$ cat config.mk
export PLATFORM = sky130hd
export DESIGN_NAME = ms_slave_arbiter_flat
export DESIGN_NICKNAME = d
export VERILOG_FILES = /design/src/rtl/ms_slave_arbiter_if.sv /design/src/rtl/ms_slave_arbiter.sv /design/src/flat_wrapper.sv
export SDC_FILE = /design/constraint.sdc
export NUM_CORES = 1
export LEC_CHECK = 0
export ABC_AREA = 1
export ABC_CLOCK_PERIOD_IN_PS = 1900
export CORE_ASPECT_RATIO = 0.75
export CORE_MARGIN = 3
export CORE_UTILIZATION = 40
export CTS_BUF_LIST = sky130_fd_sc_hd__clkbuf_8
export DETAILED_ROUTE_END_ITERATION = 8
export PLACE_DENSITY = 0.91
export SLEW_MARGIN = 10
export SYNTH_ARGS = -nofsm -noshare
export SYNTH_HDL_FRONTEND = slang
export SYNTH_SLANG_ARGS = --single-unit
$ cat constraint.sdc
create_clock -name clk -period 1.9 [get_ports clk]
set_clock_uncertainty 0.1 [all_clocks]
set_input_delay 0.475 -clock clk [delete_from_list [all_inputs] [get_ports clk]]
set_output_delay 0.475 -clock clk [all_outputs]
set_load 0.01 [all_outputs]
$ cat src/rtl/ms_slave_arbiter_if.sv
`default_nettype none
// ============================================================================
// Module   : ms_slave_arbiter_if
// Purpose  : Bundle of requester-side and slave-side handshake signals for
//            ms_slave_arbiter. The "master" modport is the arbiter's view
//            (it masters the shared slave port); the "slave" modport is the
//            view of the surrounding requesters/consumer.
// Revision : 1.0 - initial release
// ============================================================================
interface ms_slave_arbiter_if #(
    parameter int NUM_REQ = 4,
    parameter int DATA_W  = 32
);
    localparam int GW = $clog2(NUM_REQ);

    logic [NUM_REQ-1:0]        req_sync;
    logic [NUM_REQ*DATA_W-1:0] req_data;
    logic [NUM_REQ-1:0]        req_notify;
    logic                      slv_notify;
    logic [DATA_W-1:0]         slv_data;
    logic                      slv_sync;
    logic [GW-1:0]             grant_id;
    logic [31:0]               xfer_cnt;

    modport master (
        input  req_sync, req_data, slv_sync,
        output req_notify, slv_notify, slv_data, grant_id, xfer_cnt
    );

    modport slave (
        output req_sync, req_data, slv_sync,
        input  req_notify, slv_notify, slv_data, grant_id, xfer_cnt
    );
endinterface
`default_nettype wire

$ cat src/rtl/ms_slave_arbiter.sv
`default_nettype none
// ============================================================================
// Module   : ms_slave_arbiter
// Purpose  : Shares one blocking slave port among NUM_REQ requesters using
//            the sync/notify handshake. Latches the winner's word, presents
//            it to the slave, waits for slave sync, then pulses the winner's
//            notify. Round-robin by default.
// Options  : MS_ARB_FIXED_PRIO_EN - fixed priority (lowest index wins,
//            rotation pointer held at 0).
// Revision : 1.0 - initial release
// ============================================================================
module ms_slave_arbiter #(
    parameter int NUM_REQ = 4,
    parameter int DATA_W  = 32
) (
    input  wire logic          clk,
    input  wire logic          rst,
    ms_slave_arbiter_if.master bus
);
    localparam int          GW    = $clog2(NUM_REQ);
    localparam int unsigned N_REQ = NUM_REQ;

    typedef enum logic [0:0] {
        SEC_IDLE = 1'b0,
        SEC_XFER = 1'b1
    } section_t;

    // section_q is the registered section; nextsection_d is its next value
    section_t            section_q, nextsection_d;
    logic [GW-1:0]       rr_ptr_q, rr_ptr_d;
    logic [NUM_REQ-1:0]  req_notify_q, req_notify_d;
    logic                slv_notify_q, slv_notify_d;
    logic [DATA_W-1:0]   slv_data_q, slv_data_d;
    logic [GW-1:0]       grant_id_q, grant_id_d;
    logic [31:0]         xfer_cnt_q, xfer_cnt_d;

    logic [NUM_REQ-1:0]  eligible;
    logic                cand_valid;
    logic [GW-1:0]       cand_idx;

    // (base + off) mod NUM_REQ, valid for base < NUM_REQ and off < NUM_REQ
    function automatic logic [GW-1:0] wrap_add(input logic [GW-1:0] base,
                                                input int unsigned off);
        int unsigned s;
        s = 32'(base) + off;
        if (s >= N_REQ) begin
            s = s - N_REQ;
        end
        return GW'(s);
    endfunction

    // Winner search: first eligible requester at or above the rotation
    // pointer, wrapping. A requester whose notify is high this cycle is
    // masked so the word it just handed over is not granted twice.
    always_comb begin
        eligible   = bus.req_sync & ~req_notify_q;
        cand_valid = 1'b0;
        cand_idx   = '0;
        // Walk offsets downward so the smallest offset is the final winner
        for (int i = NUM_REQ - 1; i >= 0; i--) begin
            if (eligible[wrap_add(rr_ptr_q, i)]) begin
                cand_valid = 1'b1;
                cand_idx   = wrap_add(rr_ptr_q, i);
            end
        end
    end

    // Next-section and datapath next-state logic
    always_comb begin
        nextsection_d = section_q;
        rr_ptr_d      = rr_ptr_q;
        req_notify_d  = '0;
        slv_notify_d  = slv_notify_q;
        slv_data_d    = slv_data_q;
        grant_id_d    = grant_id_q;
        xfer_cnt_d    = xfer_cnt_q;

        case (section_q)
            SEC_IDLE: begin
                if (cand_valid) begin
                    slv_data_d    = bus.req_data[cand_idx*DATA_W +: DATA_W];
                    grant_id_d    = cand_idx;
                    slv_notify_d  = 1'b1;
                    nextsection_d = SEC_XFER;
                end
            end
            SEC_XFER: begin
                // Payload is latched; requester inputs are ignored here
                if (bus.slv_sync) begin
                    slv_notify_d             = 1'b0;
                    req_notify_d[grant_id_q] = 1'b1;
                    xfer_cnt_d               = xfer_cnt_q + 32'd1;
`ifdef MS_ARB_FIXED_PRIO_EN
                    rr_ptr_d                 = '0;
`else
                    rr_ptr_d                 = wrap_add(grant_id_q, 1);
`endif
                    nextsection_d            = SEC_IDLE;
                end
            end
            default: begin
                nextsection_d = SEC_IDLE;
            end
        endcase
    end

    // State and output registers; reset aborts any transfer in flight
    always_ff @(posedge clk) begin
        if (rst) begin
            section_q    <= SEC_IDLE;
            rr_ptr_q     <= '0;
            req_notify_q <= '0;
            slv_notify_q <= 1'b0;
            slv_data_q   <= '0;
            grant_id_q   <= '0;
            xfer_cnt_q   <= '0;
        end else begin
            section_q    <= nextsection_d;
            rr_ptr_q     <= rr_ptr_d;
            req_notify_q <= req_notify_d;
            slv_notify_q <= slv_notify_d;
            slv_data_q   <= slv_data_d;
            grant_id_q   <= grant_id_d;
            xfer_cnt_q   <= xfer_cnt_d;
        end
    end

    assign bus.req_notify = req_notify_q;
    assign bus.slv_notify = slv_notify_q;
    assign bus.slv_data   = slv_data_q;
    assign bus.grant_id   = grant_id_q;
    assign bus.xfer_cnt   = xfer_cnt_q;

endmodule
`default_nettype wire
$ cat src/flat_wrapper.sv
// flat-port wrapper written by rule: the top's interface ports become plain ports
module ms_slave_arbiter_flat 
#(
    parameter int NUM_REQ = 4,
    parameter int DATA_W  = 32
)
  (clk, rst, bus_req_sync, bus_req_data, bus_slv_sync, bus_req_notify, bus_slv_notify, bus_slv_data, bus_grant_id, bus_xfer_cnt);
  ms_slave_arbiter_if #(.NUM_REQ(NUM_REQ), .DATA_W(DATA_W)) bus_i ();
  input  wire logic clk;
  input  wire logic rst;
  input wire logic [$bits(bus_i.req_sync)-1:0] bus_req_sync;
  input wire logic [$bits(bus_i.req_data)-1:0] bus_req_data;
  input wire logic [$bits(bus_i.slv_sync)-1:0] bus_slv_sync;
  output wire logic [$bits(bus_i.req_notify)-1:0] bus_req_notify;
  output wire logic [$bits(bus_i.slv_notify)-1:0] bus_slv_notify;
  output wire logic [$bits(bus_i.slv_data)-1:0] bus_slv_data;
  output wire logic [$bits(bus_i.grant_id)-1:0] bus_grant_id;
  output wire logic [$bits(bus_i.xfer_cnt)-1:0] bus_xfer_cnt;
  assign bus_i.req_sync = bus_req_sync;
  assign bus_i.req_data = bus_req_data;
  assign bus_i.slv_sync = bus_slv_sync;
  assign bus_req_notify = bus_i.req_notify;
  assign bus_slv_notify = bus_i.slv_notify;
  assign bus_slv_data = bus_i.slv_data;
  assign bus_grant_id = bus_i.grant_id;
  assign bus_xfer_cnt = bus_i.xfer_cnt;
  ms_slave_arbiter #(.NUM_REQ(NUM_REQ), .DATA_W(DATA_W)) u_core (.clk(clk), .rst(rst), .bus(bus_i));
endmodule
==> reports/results.ini <==
[grt]
grt_first_pass_wirelength_um=30050
met3_usage_pct=6.737
antenna_found_initial=0
grt_use_met1_pct=35.13
grt_pass1_vias=6009
busiest_layer=met2
gr-total-overflow=0
grt_max_degree=33
grt_use_total_pct=27.93
gr-usage-met2_pct=47.04

[setup_path]
crit_chain=inv_8 > nand3_2 > nand2_2 > nand2_2 > nand2_4 > a21oi_4 > nand2_4 > buf_12 > buf_16 > nand3_4 > nand2_2 > nand2_1 > nand3_1 > nand2_1 > inv_1
endpoint_kind=flop
slowest_delay_ns=0.47
crit_fanout=8
cp.arrival_ns=2.20
critPathKind=reg2reg
worst_path_max_delay_cell=dfxtp_4
path_delay_family=simple AND/OR/NAND/NOR gates
path_common_cell=nand2_2
crit_buf_inv=4
cp-start-kind=flop
crit_required_ns=2.05

[placed_design]
dp_slack_ns=-0.6163
place_inst=1174
io_buffers=205
placed_area_mm2=0.007366
gp_congestion=0.9136
dp_hpwl_um=12710

[detailed_routing]
avgRoutedWirePerCell_um=17.28
post_drt_via_cell_ratio=5.239
ant_nets=0
wl_um=20930
dr.pass1.iters=5
dr.first_iter.drc_count=518
drc=0
route.vias.total=6345

[run_status]
status=finished, violations left
violations=setup timing

[clock_tree]
cts_hold_repair.buffers=0
cts_tree=built
h-tree-depth=3
clockBufferDepth=2
root_buffer=clkbuf_8
cts_sinks=74
insertion_delay_ns=0.36
cts_buffers=9
clk_pin_slew_ns=0.09

[yosys]
synth_largest_area_cell=dfxtp_1
synth_edf_count=0
ys_ff_latch=74
synth_top_area_share_pct=30.95
syn_nets=936
yosys_warnings=0
post-synth-top-count-cell=nand2_1
yosys_most_used_dff=dfxtp_1
seq_area_frac_synth_pct=30.95
yosys-top-cells-count=nand2_1 (234), nand3_1 (118), nor2_1 (106)
syn_area_mm2=0.004786
yosysUniqueCellTypes=31
synth.area.top_cells=dfxtp_1 (31%), nand2_1 (18%), nand3_1 (12%), nor2_1 (8.3%), inv_1 (8.1%)
syn_inst=796
async_flop_share_pct=0
syn_avg_cell_area_um2=6.012

[power_and_ir_drop]
ir_worst_vdd_mv=0.4882
p_leak_nw=4.279
p_total_mw=6.604
p_per_area_mw_per_mm2=789.1

[floorplan]
dieArea_mm2=0.01333
die_h_um=100.7
start_util_pct=42.30
rows=33
die_w_um=132.3
core_area_mm2=0.01131
num_io_pins=206

[cells_and_area]
num-nets-final=1189
diodes=0
drive_gt1_share_pct=20.30
stdcell_area_mm2=0.008369
area_growth_pct=74.88
layout.cells.non_filler=1211

[sta]
period_minus_slack_ns=2.043
worstMarginPinSlew_ns=0.4809
hold_viol=0
setup_slack_ns=-0.1429
grt_setup_unrepaired=true
setup_viol=36
fmax_ghz=0.4895
maxSlewViolCount=0
period_share_pct=107.5
whs_ns=0.3611
relSlewSlack_pct=67.90

[run]
drv_cap=0

[hold_path]
min_path_type=in2reg

==> per-layer routing <==
metal / wire [um] / up-vias
met5: 0 / -
met4: 733 / 0
met3: 2147 / 70
met2: 9947 / 403
met1: 8098 / 2878
li1: - / 2994
==> worst paths after layout <==
path                           startpoint                      end  slack [ns]  depth (start not counted)
setup / recovery       u_core.rr_ptr_q[0]  u_core.bus.slv_data[31]       -0.14                         15
hold / removal                        rst  u_core.bus.xfer_cnt[11]        0.36                          2
setup reg to reg       u_core.rr_ptr_q[0]  u_core.bus.slv_data[31]       -0.14                         15
hold reg to reg   u_core.bus.xfer_cnt[30]  u_core.bus.xfer_cnt[30]        0.41                          2
==> registers in the layout (all words and copies together) (netlist names) <==
name                   flops
u_core.bus.grant_id        2
u_core.bus.slv_data       32
u_core.section_q           1
u_core.rr_ptr_q            2
u_core.bus.slv_notify      1
u_core.bus.req_notify      4
u_core.bus.xfer_cnt       32
==> worst reg2reg max path, cell delays in order (launching register included) <==
cell and delay (ns):
dfxtp_4 0.47, inv_8 0.07, nand3_2 0.07, nand2_2 0.09, nand2_2 0.11, nand2_4 0.07, a21oi_4 0.17, nand2_4 0.11
buf_12 0.17, buf_16 0.16, nand3_4 0.07, nand2_2 0.06, nand2_1 0.06, nand3_1 0.06, nand2_1 0.06, inv_1 0.05
==> placed cells by master (no fill, tap or decap), drive strengths merged, types with 9 or more instances in the layout <==
master | netlist | routed
nand3b | 29 | 29
clkdlybuf4s50 | 0 | 160
buf | 35 | 77
nor2 | 108 | 108
dfxtp | 74 | 74
nand4 | 12 | 12
dlygate4sd2 | 0 | 23
inv | 109 | 112
nand3 | 118 | 118
nor3 | 16 | 16
clkbuf | 6 | 11
dlymetal6s2s | 0 | 21
a21oi | 11 | 11
xor2 | 12 | 12
nand2 | 237 | 237
o21ai | 9 | 9
==> stage by stage <==
step           util [%]  setup TNS (ns)
2_1_floorplan         -               0
3_3_place_gp      65.11          -23.92
3_5_place_dp      65.11          -27.79
4_1_cts           70.55          -2.529
5_1_grt           73.98          -7.743
6_report          73.98          -3.351
==> power by group <==
group	switching [mW]	internal (mW)
logic	1.78	1.57
clock network	0.663	0.751
registers	0.120	1.72
total	2.57	4.04
==> kinds of logic (layout without fill, tap and decap cells) <==
logic type                 after synthesis  count (layout)  share of synthesized area (%)
DFF                                     74              74                          30.95
adders and majority gates                5               5                          1.307
buffers and inverters                  150             408                          13.28
xor gates and xnor gates                18              18                          3.451
AOI/OAI and AO/OA                       26              26                          3.007
and+or+nand+nor                        523             523                          48.00
==> layout make-up <==
cell class	instances	area, um^2
multi-input cells	572	3105
fillers	803	2944
repair buffers	283	2918
flip-flops and latches	74	1505
inverters	109	421.7
well taps	157	196.4
clock buffers	9	123.9
clock inverters	7	98.84
==> timing repair <==
item	CTS	global route
pin swaps	22	51
gates resized for setup	77	106
cloned	6	2
buffers inserted	9	9
endpoints found under the setup margin	69	66
Note: power is estimated with default switching activity, not from simulation.
